==> config.mk <==
export PLATFORM = sky130hd
export DESIGN_NAME = wb_exception_stage_flat
export DESIGN_NICKNAME = d
export VERILOG_FILES = /design/src/rtl/wb_exception_stage_pkg.sv /design/src/rtl/wb_exception_stage_if.sv /design/src/rtl/wb_exception_stage_exc_cause_encode.sv /design/src/rtl/wb_exception_stage.sv /design/src/flat_wrapper.sv
export SDC_FILE = /design/constraint.sdc
export NUM_CORES = 1
export LEC_CHECK = 0
export ABC_CLOCK_PERIOD_IN_PS = 2500
export CAP_MARGIN = 0
export CORE_MARGIN = 4
export CORE_UTILIZATION = 41
export CTS_CLUSTER_DIAMETER = 150
export DETAILED_ROUTE_END_ITERATION = 16
export GPL_TIMING_DRIVEN = 1
export PLACE_DENSITY = 0.77
export SKIP_LAST_GASP = 1
export SLEW_MARGIN = 20
export SYNTH_ARGS = -nofsm -noshare
export SYNTH_HDL_FRONTEND = slang
export SYNTH_SLANG_ARGS = --single-unit
==> constraint.sdc <==
create_clock -name clock -period 2.5 [get_ports clock]
set_input_delay 0.375 -clock clock [delete_from_list [all_inputs] [get_ports clock]]
set_output_delay 0.375 -clock clock [all_outputs]
set_load 0.03 [all_outputs]
==> src/rtl/wb_exception_stage_pkg.sv <==
// Shared constants for the writeback exception stage: cause codes,
// default special-register indices and exception-mask bit positions.
package wb_exception_stage_pkg;

    localparam logic [2:0] EXC_NONE  = 3'd0;
    localparam logic [2:0] EXC_ADD_R = 3'd1;
    localparam logic [2:0] EXC_ADD_I = 3'd2;
    localparam logic [2:0] EXC_SUB_R = 3'd3;
    localparam logic [2:0] EXC_MUL   = 3'd4;
    localparam logic [2:0] EXC_DIV   = 3'd5;

    localparam int DEF_STATUS_REG = 30;
    localparam int DEF_LINK_REG   = 31;

    localparam int MASK_ADD_R = 0;
    localparam int MASK_ADD_I = 1;
    localparam int MASK_SUB_R = 2;
    localparam int MASK_MUL   = 3;
    localparam int MASK_DIV   = 4;

endpackage

==> src/rtl/wb_exception_stage_if.sv <==
// Writeback-stage bundle: upstream instruction fields in, register-file
// write and sticky exception status out.
interface wb_exception_stage_if #(
    parameter int DATA_W = 32,
    parameter int PC_W   = 12,
    parameter int REG_W  = 5,
    parameter int CNT_W  = 8
);
    logic              stall;
    logic              in_valid;
    logic              in_we;
    logic [DATA_W-1:0] in_data;
    logic [REG_W-1:0]  in_reg;
    logic [PC_W-1:0]   pc;
    logic              is_add_r;
    logic              is_add_i;
    logic              is_sub_r;
    logic              is_mul;
    logic              is_div;
    logic              exc_flag;
    logic              is_jal;
    logic [4:0]        exc_mask;
    logic              clear_exc;
    logic              out_valid;
    logic              out_we;
    logic [DATA_W-1:0] out_data;
    logic [REG_W-1:0]  out_reg;
    logic              exc_pending;
    logic [2:0]        exc_code;
    logic [CNT_W-1:0]  exc_count;

    modport master (
        output stall, in_valid, in_we, in_data, in_reg, pc,
               is_add_r, is_add_i, is_sub_r, is_mul, is_div,
               exc_flag, is_jal, exc_mask, clear_exc,
        input  out_valid, out_we, out_data, out_reg,
               exc_pending, exc_code, exc_count
    );

    modport slave (
        input  stall, in_valid, in_we, in_data, in_reg, pc,
               is_add_r, is_add_i, is_sub_r, is_mul, is_div,
               exc_flag, is_jal, exc_mask, clear_exc,
        output out_valid, out_we, out_data, out_reg,
               exc_pending, exc_code, exc_count
    );

endinterface

==> src/rtl/wb_exception_stage_exc_cause_encode.sv <==
// Combinational cause encoder: picks the lowest-coded active op class and
// raises exc only if that class's mask bit is enabled.
module exc_cause_encode
    import wb_exception_stage_pkg::*;
(
    input  logic       valid,
    input  logic       exc_flag,
    input  logic       is_add_r,
    input  logic       is_add_i,
    input  logic       is_sub_r,
    input  logic       is_mul,
    input  logic       is_div,
    input  logic [4:0] mask,
    output logic       exc,
    output logic [2:0] code
);

    logic enable_s;

    // priority select of op class and its mask enable
    always_comb begin
        code     = EXC_NONE;
        enable_s = 1'b0;
        if (is_add_r) begin
            code     = EXC_ADD_R;
            enable_s = mask[MASK_ADD_R];
        end else if (is_add_i) begin
            code     = EXC_ADD_I;
            enable_s = mask[MASK_ADD_I];
        end else if (is_sub_r) begin
            code     = EXC_SUB_R;
            enable_s = mask[MASK_SUB_R];
        end else if (is_mul) begin
            code     = EXC_MUL;
            enable_s = mask[MASK_MUL];
        end else if (is_div) begin
            code     = EXC_DIV;
            enable_s = mask[MASK_DIV];
        end else begin
            code     = EXC_NONE;
            enable_s = 1'b0;
        end
        exc = valid & exc_flag & enable_s;
    end

endmodule

==> src/rtl/wb_exception_stage.sv <==
// Registered writeback-select stage: chooses link, status or normal write
// and keeps a sticky first-exception record plus a saturating counter.
module wb_exception_stage
    import wb_exception_stage_pkg::*;
#(
    parameter int DATA_W     = 32,
    parameter int PC_W       = 12,
    parameter int REG_W      = 5,
    parameter int STATUS_REG = DEF_STATUS_REG,
    parameter int LINK_REG   = DEF_LINK_REG,
    parameter int CNT_W      = 8
) (
    input logic                 clock,
    input logic                 reset,
    wb_exception_stage_if.slave bus
);

    localparam logic [CNT_W-1:0] CNT_MAX = {CNT_W{1'b1}};

    logic              exc_s;
    logic [2:0]        code_s;
    logic              take_exc_s;
    logic [PC_W-1:0]   pc_inc_s;
    logic              nxt_we_s;
    logic [DATA_W-1:0] nxt_data_s;
    logic [REG_W-1:0]  nxt_reg_s;
    logic              nxt_pend_s;
    logic [2:0]        nxt_code_s;
    logic [CNT_W-1:0]  nxt_count_s;

    logic              out_valid_r;
    logic              out_we_r;
    logic [DATA_W-1:0] out_data_r;
    logic [REG_W-1:0]  out_reg_r;
    logic              pend_r;
    logic [2:0]        code_r;
    logic [CNT_W-1:0]  count_r;

    exc_cause_encode u_encode (
        .valid    (bus.in_valid),
        .exc_flag (bus.exc_flag),
        .is_add_r (bus.is_add_r),
        .is_add_i (bus.is_add_i),
        .is_sub_r (bus.is_sub_r),
        .is_mul   (bus.is_mul),
        .is_div   (bus.is_div),
        .mask     (bus.exc_mask),
        .exc      (exc_s),
        .code     (code_s)
    );

    // jal overrides the exception entirely, including the sticky record
    assign take_exc_s = exc_s & ~bus.is_jal;
    assign pc_inc_s   = bus.pc + PC_W'(1);

    // writeback selection: link, status or pass-through
    always_comb begin
        nxt_we_s   = 1'b0;
        nxt_data_s = '0;
        nxt_reg_s  = '0;
        if (!bus.in_valid) begin
            nxt_we_s   = 1'b0;
            nxt_data_s = '0;
            nxt_reg_s  = '0;
        end else if (bus.is_jal) begin
            nxt_we_s   = 1'b1;
            nxt_data_s = DATA_W'(pc_inc_s);
            nxt_reg_s  = REG_W'(LINK_REG);
        end else if (exc_s) begin
            nxt_we_s   = 1'b1;
            nxt_data_s = DATA_W'(code_s);
            nxt_reg_s  = REG_W'(STATUS_REG);
        end else begin
            nxt_we_s   = bus.in_we;
            nxt_data_s = bus.in_data;
            nxt_reg_s  = bus.in_reg;
        end
    end

    // sticky record and counter; a same-cycle exception beats clear_exc
    always_comb begin
        nxt_pend_s  = pend_r;
        nxt_code_s  = code_r;
        nxt_count_s = count_r;
        if (take_exc_s) begin
            if (bus.clear_exc || !pend_r) begin
                nxt_pend_s = 1'b1;
                nxt_code_s = code_s;
            end else begin
                nxt_pend_s = pend_r;
                nxt_code_s = code_r;
            end
            if (bus.clear_exc) begin
                nxt_count_s = CNT_W'(1);
            end else if (count_r == CNT_MAX) begin
                nxt_count_s = count_r;
            end else begin
                nxt_count_s = count_r + CNT_W'(1);
            end
        end else if (bus.clear_exc) begin
            nxt_pend_s  = 1'b0;
            nxt_code_s  = EXC_NONE;
            nxt_count_s = '0;
        end else begin
            nxt_pend_s  = pend_r;
            nxt_code_s  = code_r;
            nxt_count_s = count_r;
        end
    end

    // state registers; stall freezes everything
    always_ff @(posedge clock or negedge reset) begin
        if (!reset) begin
            out_valid_r <= 1'b0;
            out_we_r    <= 1'b0;
            out_data_r  <= '0;
            out_reg_r   <= '0;
            pend_r      <= 1'b0;
            code_r      <= EXC_NONE;
            count_r     <= '0;
        end else if (!bus.stall) begin
            out_valid_r <= bus.in_valid;
            out_we_r    <= nxt_we_s;
            out_data_r  <= nxt_data_s;
            out_reg_r   <= nxt_reg_s;
            pend_r      <= nxt_pend_s;
            code_r      <= nxt_code_s;
            count_r     <= nxt_count_s;
        end else begin
            out_valid_r <= out_valid_r;
            out_we_r    <= out_we_r;
            out_data_r  <= out_data_r;
            out_reg_r   <= out_reg_r;
            pend_r      <= pend_r;
            code_r      <= code_r;
            count_r     <= count_r;
        end
    end

    assign bus.out_valid   = out_valid_r;
    assign bus.out_we      = out_we_r;
    assign bus.out_data    = out_data_r;
    assign bus.out_reg     = out_reg_r;
    assign bus.exc_pending = pend_r;
    assign bus.exc_code    = code_r;
    assign bus.exc_count   = count_r;

endmodule

==> src/flat_wrapper.sv <==
// flat-port wrapper written by rule: the top's interface ports become plain ports
module wb_exception_stage_flat import wb_exception_stage_pkg::*;
#(
    parameter int DATA_W     = 32,
    parameter int PC_W       = 12,
    parameter int REG_W      = 5,
    parameter int STATUS_REG = DEF_STATUS_REG,
    parameter int LINK_REG   = DEF_LINK_REG,
    parameter int CNT_W      = 8
)
  (clock, reset, bus_stall, bus_in_valid, bus_in_we, bus_in_data, bus_in_reg, bus_pc, bus_is_add_r, bus_is_add_i, bus_is_sub_r, bus_is_mul, bus_is_div, bus_exc_flag, bus_is_jal, bus_exc_mask, bus_clear_exc, bus_out_valid, bus_out_we, bus_out_data, bus_out_reg, bus_exc_pending, bus_exc_code, bus_exc_count);
  wb_exception_stage_if #(.DATA_W(DATA_W), .PC_W(PC_W), .REG_W(REG_W), .CNT_W(CNT_W)) bus_i ();
  input logic clock;
  input logic reset;
  input wire logic [$bits(bus_i.stall)-1:0] bus_stall;
  input wire logic [$bits(bus_i.in_valid)-1:0] bus_in_valid;
  input wire logic [$bits(bus_i.in_we)-1:0] bus_in_we;
  input wire logic [$bits(bus_i.in_data)-1:0] bus_in_data;
  input wire logic [$bits(bus_i.in_reg)-1:0] bus_in_reg;
  input wire logic [$bits(bus_i.pc)-1:0] bus_pc;
  input wire logic [$bits(bus_i.is_add_r)-1:0] bus_is_add_r;
  input wire logic [$bits(bus_i.is_add_i)-1:0] bus_is_add_i;
  input wire logic [$bits(bus_i.is_sub_r)-1:0] bus_is_sub_r;
  input wire logic [$bits(bus_i.is_mul)-1:0] bus_is_mul;
  input wire logic [$bits(bus_i.is_div)-1:0] bus_is_div;
  input wire logic [$bits(bus_i.exc_flag)-1:0] bus_exc_flag;
  input wire logic [$bits(bus_i.is_jal)-1:0] bus_is_jal;
  input wire logic [$bits(bus_i.exc_mask)-1:0] bus_exc_mask;
  input wire logic [$bits(bus_i.clear_exc)-1:0] bus_clear_exc;
  output wire logic [$bits(bus_i.out_valid)-1:0] bus_out_valid;
  output wire logic [$bits(bus_i.out_we)-1:0] bus_out_we;
  output wire logic [$bits(bus_i.out_data)-1:0] bus_out_data;
  output wire logic [$bits(bus_i.out_reg)-1:0] bus_out_reg;
  output wire logic [$bits(bus_i.exc_pending)-1:0] bus_exc_pending;
  output wire logic [$bits(bus_i.exc_code)-1:0] bus_exc_code;
  output wire logic [$bits(bus_i.exc_count)-1:0] bus_exc_count;
  assign bus_i.stall = bus_stall;
  assign bus_i.in_valid = bus_in_valid;
  assign bus_i.in_we = bus_in_we;
  assign bus_i.in_data = bus_in_data;
  assign bus_i.in_reg = bus_in_reg;
  assign bus_i.pc = bus_pc;
  assign bus_i.is_add_r = bus_is_add_r;
  assign bus_i.is_add_i = bus_is_add_i;
  assign bus_i.is_sub_r = bus_is_sub_r;
  assign bus_i.is_mul = bus_is_mul;
  assign bus_i.is_div = bus_is_div;
  assign bus_i.exc_flag = bus_exc_flag;
  assign bus_i.is_jal = bus_is_jal;
  assign bus_i.exc_mask = bus_exc_mask;
  assign bus_i.clear_exc = bus_clear_exc;
  assign bus_out_valid = bus_i.out_valid;
  assign bus_out_we = bus_i.out_we;
  assign bus_out_data = bus_i.out_data;
  assign bus_out_reg = bus_i.out_reg;
  assign bus_exc_pending = bus_i.exc_pending;
  assign bus_exc_code = bus_i.exc_code;
  assign bus_exc_count = bus_i.exc_count;
  wb_exception_stage #(.DATA_W(DATA_W), .PC_W(PC_W), .REG_W(REG_W), .STATUS_REG(STATUS_REG), .LINK_REG(LINK_REG), .CNT_W(CNT_W)) u_core (.clock(clock), .reset(reset), .bus(bus_i));
endmodule
# After elaboration in Yosys (flattened, before gate mapping)
# Index checks and enable logic that the tools add are counted.
# classes
bitwise	5
reduce_logical	5
muxes	29
addsub	2
n_eq_ne	3
# op_table
operator	n
32-bit two-way mux	3
8-bit two-way mux	4
3-bit two-way mux	8
5-bit two-way mux	3
12-bit by 1-bit adder with 12-bit output (second input constant)	1
1-bit two-way mux	11
8-bit by 1-bit adder with 8-bit output (second input constant)	1
8-bit equality test (second input constant)	1
3-bit AND reduction	2
2-bit inequality test (second input constant)	2
1-bit AND	3
1-bit inverter	2
2-bit nonzero test	1
1-bit zero test	1
1-bit logical OR	1
# totals
ff_bits	51
elab_cells	51
output_inout_bits	51

# Longest topological paths before layout
# logic_depth
word_depth	9
mapped_depth	7
depth_no_buf	7

# Hierarchy
# Synthesis repeated with hierarchy kept, for this count alone.
# hier_totals
cells_unflattened	243
hier_area_um2	2532.4
# modules_own_cells
module	cells_per_inst	n_inst	seq_area_each_um2	area_per_inst_um2
wb_exception_stage	227	1	1276.2	2429.8
exc_cause_encode	16	1	0.0	102.6

# Worst setup path after synthesis
# Ideal clock, no wire load.
# synth_timing
path_type	reg2reg
start	reg u_core.count_r[0] (netlist: u_core.bus.exc_count[0])
end	reg u_core.count_r[0] (netlist: u_core.bus.exc_count[0])
stages_incl_launch_ff	8
setup_slack_ps	426
arrival_time_ps	1950
path_buffers	0
setup_time_ps	124
cell_sequence	dfrtp_1 -> ha_1 -> nand3_1 -> nor2_1 -> a31o_2 -> nor2_1 -> o32ai_1 -> a211o_1
# synth_via
elab_chain_cells	4
# synth_lines
element	line	rtl
from (decl)	wb_exception_stage.sv:37	logic [CNT_W-1:0] count_r;
from (signal assigned)	wb_exception_stage.sv:128	count_r <= nxt_count_s;
from (signal assigned)	wb_exception_stage.sv:136	count_r <= count_r;
8-bit by 1-bit adder with 8-bit output	wb_exception_stage.sv:98	nxt_count_s = count_r + CNT_W'(1);
8-bit two-way mux	wb_exception_stage.sv:95	end else if (count_r == CNT_MAX) begin
8-bit two-way mux	wb_exception_stage.sv:93	if (bus.clear_exc) begin
8-bit two-way mux	wb_exception_stage.sv:85	if (take_exc_s) begin
# Several ways; a longest one is shown, not always the timed one. The select of a mux whose other input is x is not followed.
# A chain may end at the register's enable or synchronous reset.

# Worst setup path in the final report
# layout_timing
start	reg u_core.count_r[0] (netlist: u_core.bus.exc_count[0])
end	reg u_core.count_r[2] (netlist: u_core.bus.exc_count[2])
# The elaborated chain is that of the path after synthesis.

==> impl_metrics.yaml <==
timing:
  timing.final.setup_violations: 0
  slew_viol_final: 0
  final_hold_viol_count: 0
  setup_clock_skew_after_layout_ns: 0.000796
  timing_worst_slew_pin_value_ns: 0.692
  fin_setup_tns_ns: 0
  fmax_ghz: 0.487
  part_of_the_cycle_the_worst_path_needs: 0.821
  min_period_ns: 2.05
  grt_setup_unrepaired: "no"
  remaining_max_slew_budget_at_the_tightest_pin: 0.539
layout:
  multi_input_area_um2: 1130
  max_ffs_per_register: 32
  finish.cell_count_without_fillers: 444
  nNetsFinal: 437
  n_antenna_cell: 0
  drive_above_1_share: 0.0623
  post-route-util: 0.653
  fillers: 494
  area.sequential_um2: 1280
  syn2layout_area_growth_pct: 55.4
  finish.instance_area_um2: 3870
die:
  rows: 28
  die_area_um2: 7380
  die_width_um: 85.9
  die_height_um: 85.9
  floorplan.initialDensity: 0.420
  ios: 118
  core_outline_area_um2: 5920
yosys:
  seq_area_frac_synth: 0.513
  postSynthRegisterBits: 51
  synth_cell_count_leaders: "dfrtp_1 (51), nor2_1 (31), a22o_1 (30)"
  syn_avg_cell_area_um2: 9.99
  cell_area_after_technology_mapping_um2: 2490
  synth_area_leaders: "dfrtp_1 (51%), a22o_1 (11%), nor2_1 (4.7%)"
  synth_ff_type: "dfrtp_1"
  synth_largest_area_cell: "dfrtp_1"
  synthCells: 249
  yosysWarningCount: 0
  synth_top_area_share: 0.513
  post-synth-top-count-cell: "dfrtp_1"
  postSynthNetCount: 318
  number_of_enable_type_register_cells_in_the_synthesized_netlist: 0
  ys_async_sr_fraction: 1.00
  synth.lib_cells_used.distinct: 41
setup_path:
  timing.setup.critical_path_class: "reg -> reg"
  crit_path_end_kind: "flip-flop"
  worst_setup_path_start_kind: "flip-flop"
  critPathMaxFanout: 10
  worst-endpoint-arrival_ns: 2.24
  timing.rr.start: "u_core.bus.exc_count[0]"
  cp.required_ns: 2.69
  critPathLaunch: "u_core.bus.exc_count[0]"
clock_tree:
  numCtsBuffers: 5
  cts.root.buffer_cell: "clkbuf_8"
  clkSlewWorstSetupHoldPaths_ns: 0.10
  cts-hold-fix-buffers: 0
  clock_tree.buffer_depth: 2
  clkSinkCount: 51
  post-cts-setup-buffer-count: 0
  post_cts_resized: 0
  clkLatencyLatePin_ns: 0.30
  h_tree_levels: 2
  cts_tree: "built"
detailed_routing:
  drt.antenna.violating_nets: 0
  drt-wirelength-per-cell_um: 15.9
  drt-initial-drc-count: 87
  detail_route.drc_violations: 0
  avgViaCountPerCell: 5.31
  vias: 2358
  detail_route.wirelength_um: 7040
  detail_route.first_pass.iterations: 4
power:
  combinationalPowerShare: 0.285
  p_switching_uw: 614
  sw_frac_of_total: 0.305
  leakage_power_nw: 1.69
  ir_worst_vdd_uv: 255
  pwr-share-clk: 0.250
  seq_power_share: 0.465
  cellInternalPower_mw: 1.40
  power_density_nw_per_um2: 520
placed_design:
  dp.cells: 436
  dpl_cell_area_um2: 3770
  hpwlAfterDp_um: 5330
  port_buffers: 117
  gpl.final_weighted_congestion: 0.872
outcome:
  outcome: "completed"
global_route:
  first_global_vias: 2414
  first_pass_grt_wire_length_um: 11400
  antenna_found_initial: 0
  grt_max_degree: 37
  groute.usage.overall: 0.192
  gr-total-overflow: 0
hold_path:
  hold_path_class: "in -> async"
flow_run:
  max_cap_violations: 0
## cells in the final DEF (no fill, tap or decap), drive strengths merged, types with 2 or more instances in the layout
cell,n
nor3b,3
xor2,5
inv,7
xnor2,5
a32o,2
dfrtp,51
nand3,6
buf,11
a211o,4
and3,4
a22oi,2
a21oi,18
o22a,2
ha,2
nor2,31
clkdlybuf4s50,115
nor2b,2
nand2,23
o221ai,2
nor3,2
a41oi,2
clkbuf,6
and4b,2
a32oi,2
o31ai,2
a22o,30
nand2b,4
o21ai,10
## power by group through the flow
stage               logic (mW)  clock network, mW  registers [mW]
finish                   0.573              0.502           0.934
CTS                      0.579              0.521           0.934
global placement         0.571                  0           0.948
floorplan                0.146                  0            1.07
global route             0.614              0.554           0.944
detailed placement       0.577                  0           0.949
## logic make-up (layout without fill, tap and decap cells)
logic type	count (synthesis)	count (layout)	synth area share
buf+inv	21	141	0.0332
xor+xnor	10	10	0.0352
simple gates	83	83	0.162
flops	51	51	0.513
compound gates	82	82	0.246
fa+ha+maj	2	2	0.0101
## critical path: stages, from the launching register on
cell     delay [ns]
dfrtp_1        0.46
ha_1           0.21
nand3_1        0.18
nor2_1         0.23
a31o_2         0.20
nor2_1         0.04
buf_4          0.18
and4b_1        0.19
a211o_1        0.26
## per-stage QoR
step | power [mW] | worst slack (ns) | hold WS [ns]
after floorplan | 1.22 | 0.426 | 0.0794
after global placement | 1.52 | 0.254 | 0.450
after detailed placement | 1.53 | 0.200 | 0.452
after CTS | 2.03 | 0.477 | 0.116
after global routing | 2.11 | 0.310 | 0.145
final | 2.01 | 0.447 | 0.111
## path summary, 6_finish.rpt
| check | endpoint | slack [ns] | depth (start not counted) |
|---|---|---|---|
| hold reg to reg | u_core.bus.out_data[2] | 0.48 | 2 |
| min in group clock | u_core.bus.out_data[2] | 0.48 | 2 |
| setup reg to reg | u_core.bus.exc_count[2] | 0.45 | 8 |
| setup / recovery | u_core.bus.exc_count[2] | 0.45 | 8 |
| hold / removal | u_core.bus.out_data[10] | 0.11 | 1 |
| max in group asynchronous | u_core.bus.out_data[23] | 1.72 | 2 |
## routing by layer
| metal | global-route usage | vias up | wire [µm] |
|---|---|---|---|
| met1 | 0.253 | 1136 | 3110 |
| li1 | - | 1147 | - |
| met3 | 0.0394 | 6 | 396 |
| met4 | 0.0417 | 0 | 70 |
| met2 | 0.326 | 69 | 3460 |
| met5 | 0 | - | 0 |
## final cells by class
class / count / area share
tap: 75 / 0.0243
inverter: 7 / 0.00680
sequential: 51 / 0.330
clock buffer: 6 / 0.0214
clock inverter: 2 / 0.00421
multi-input combinational: 177 / 0.292
timing repair buffer: 126 / 0.321
Power figures use the tool's default switching activity.
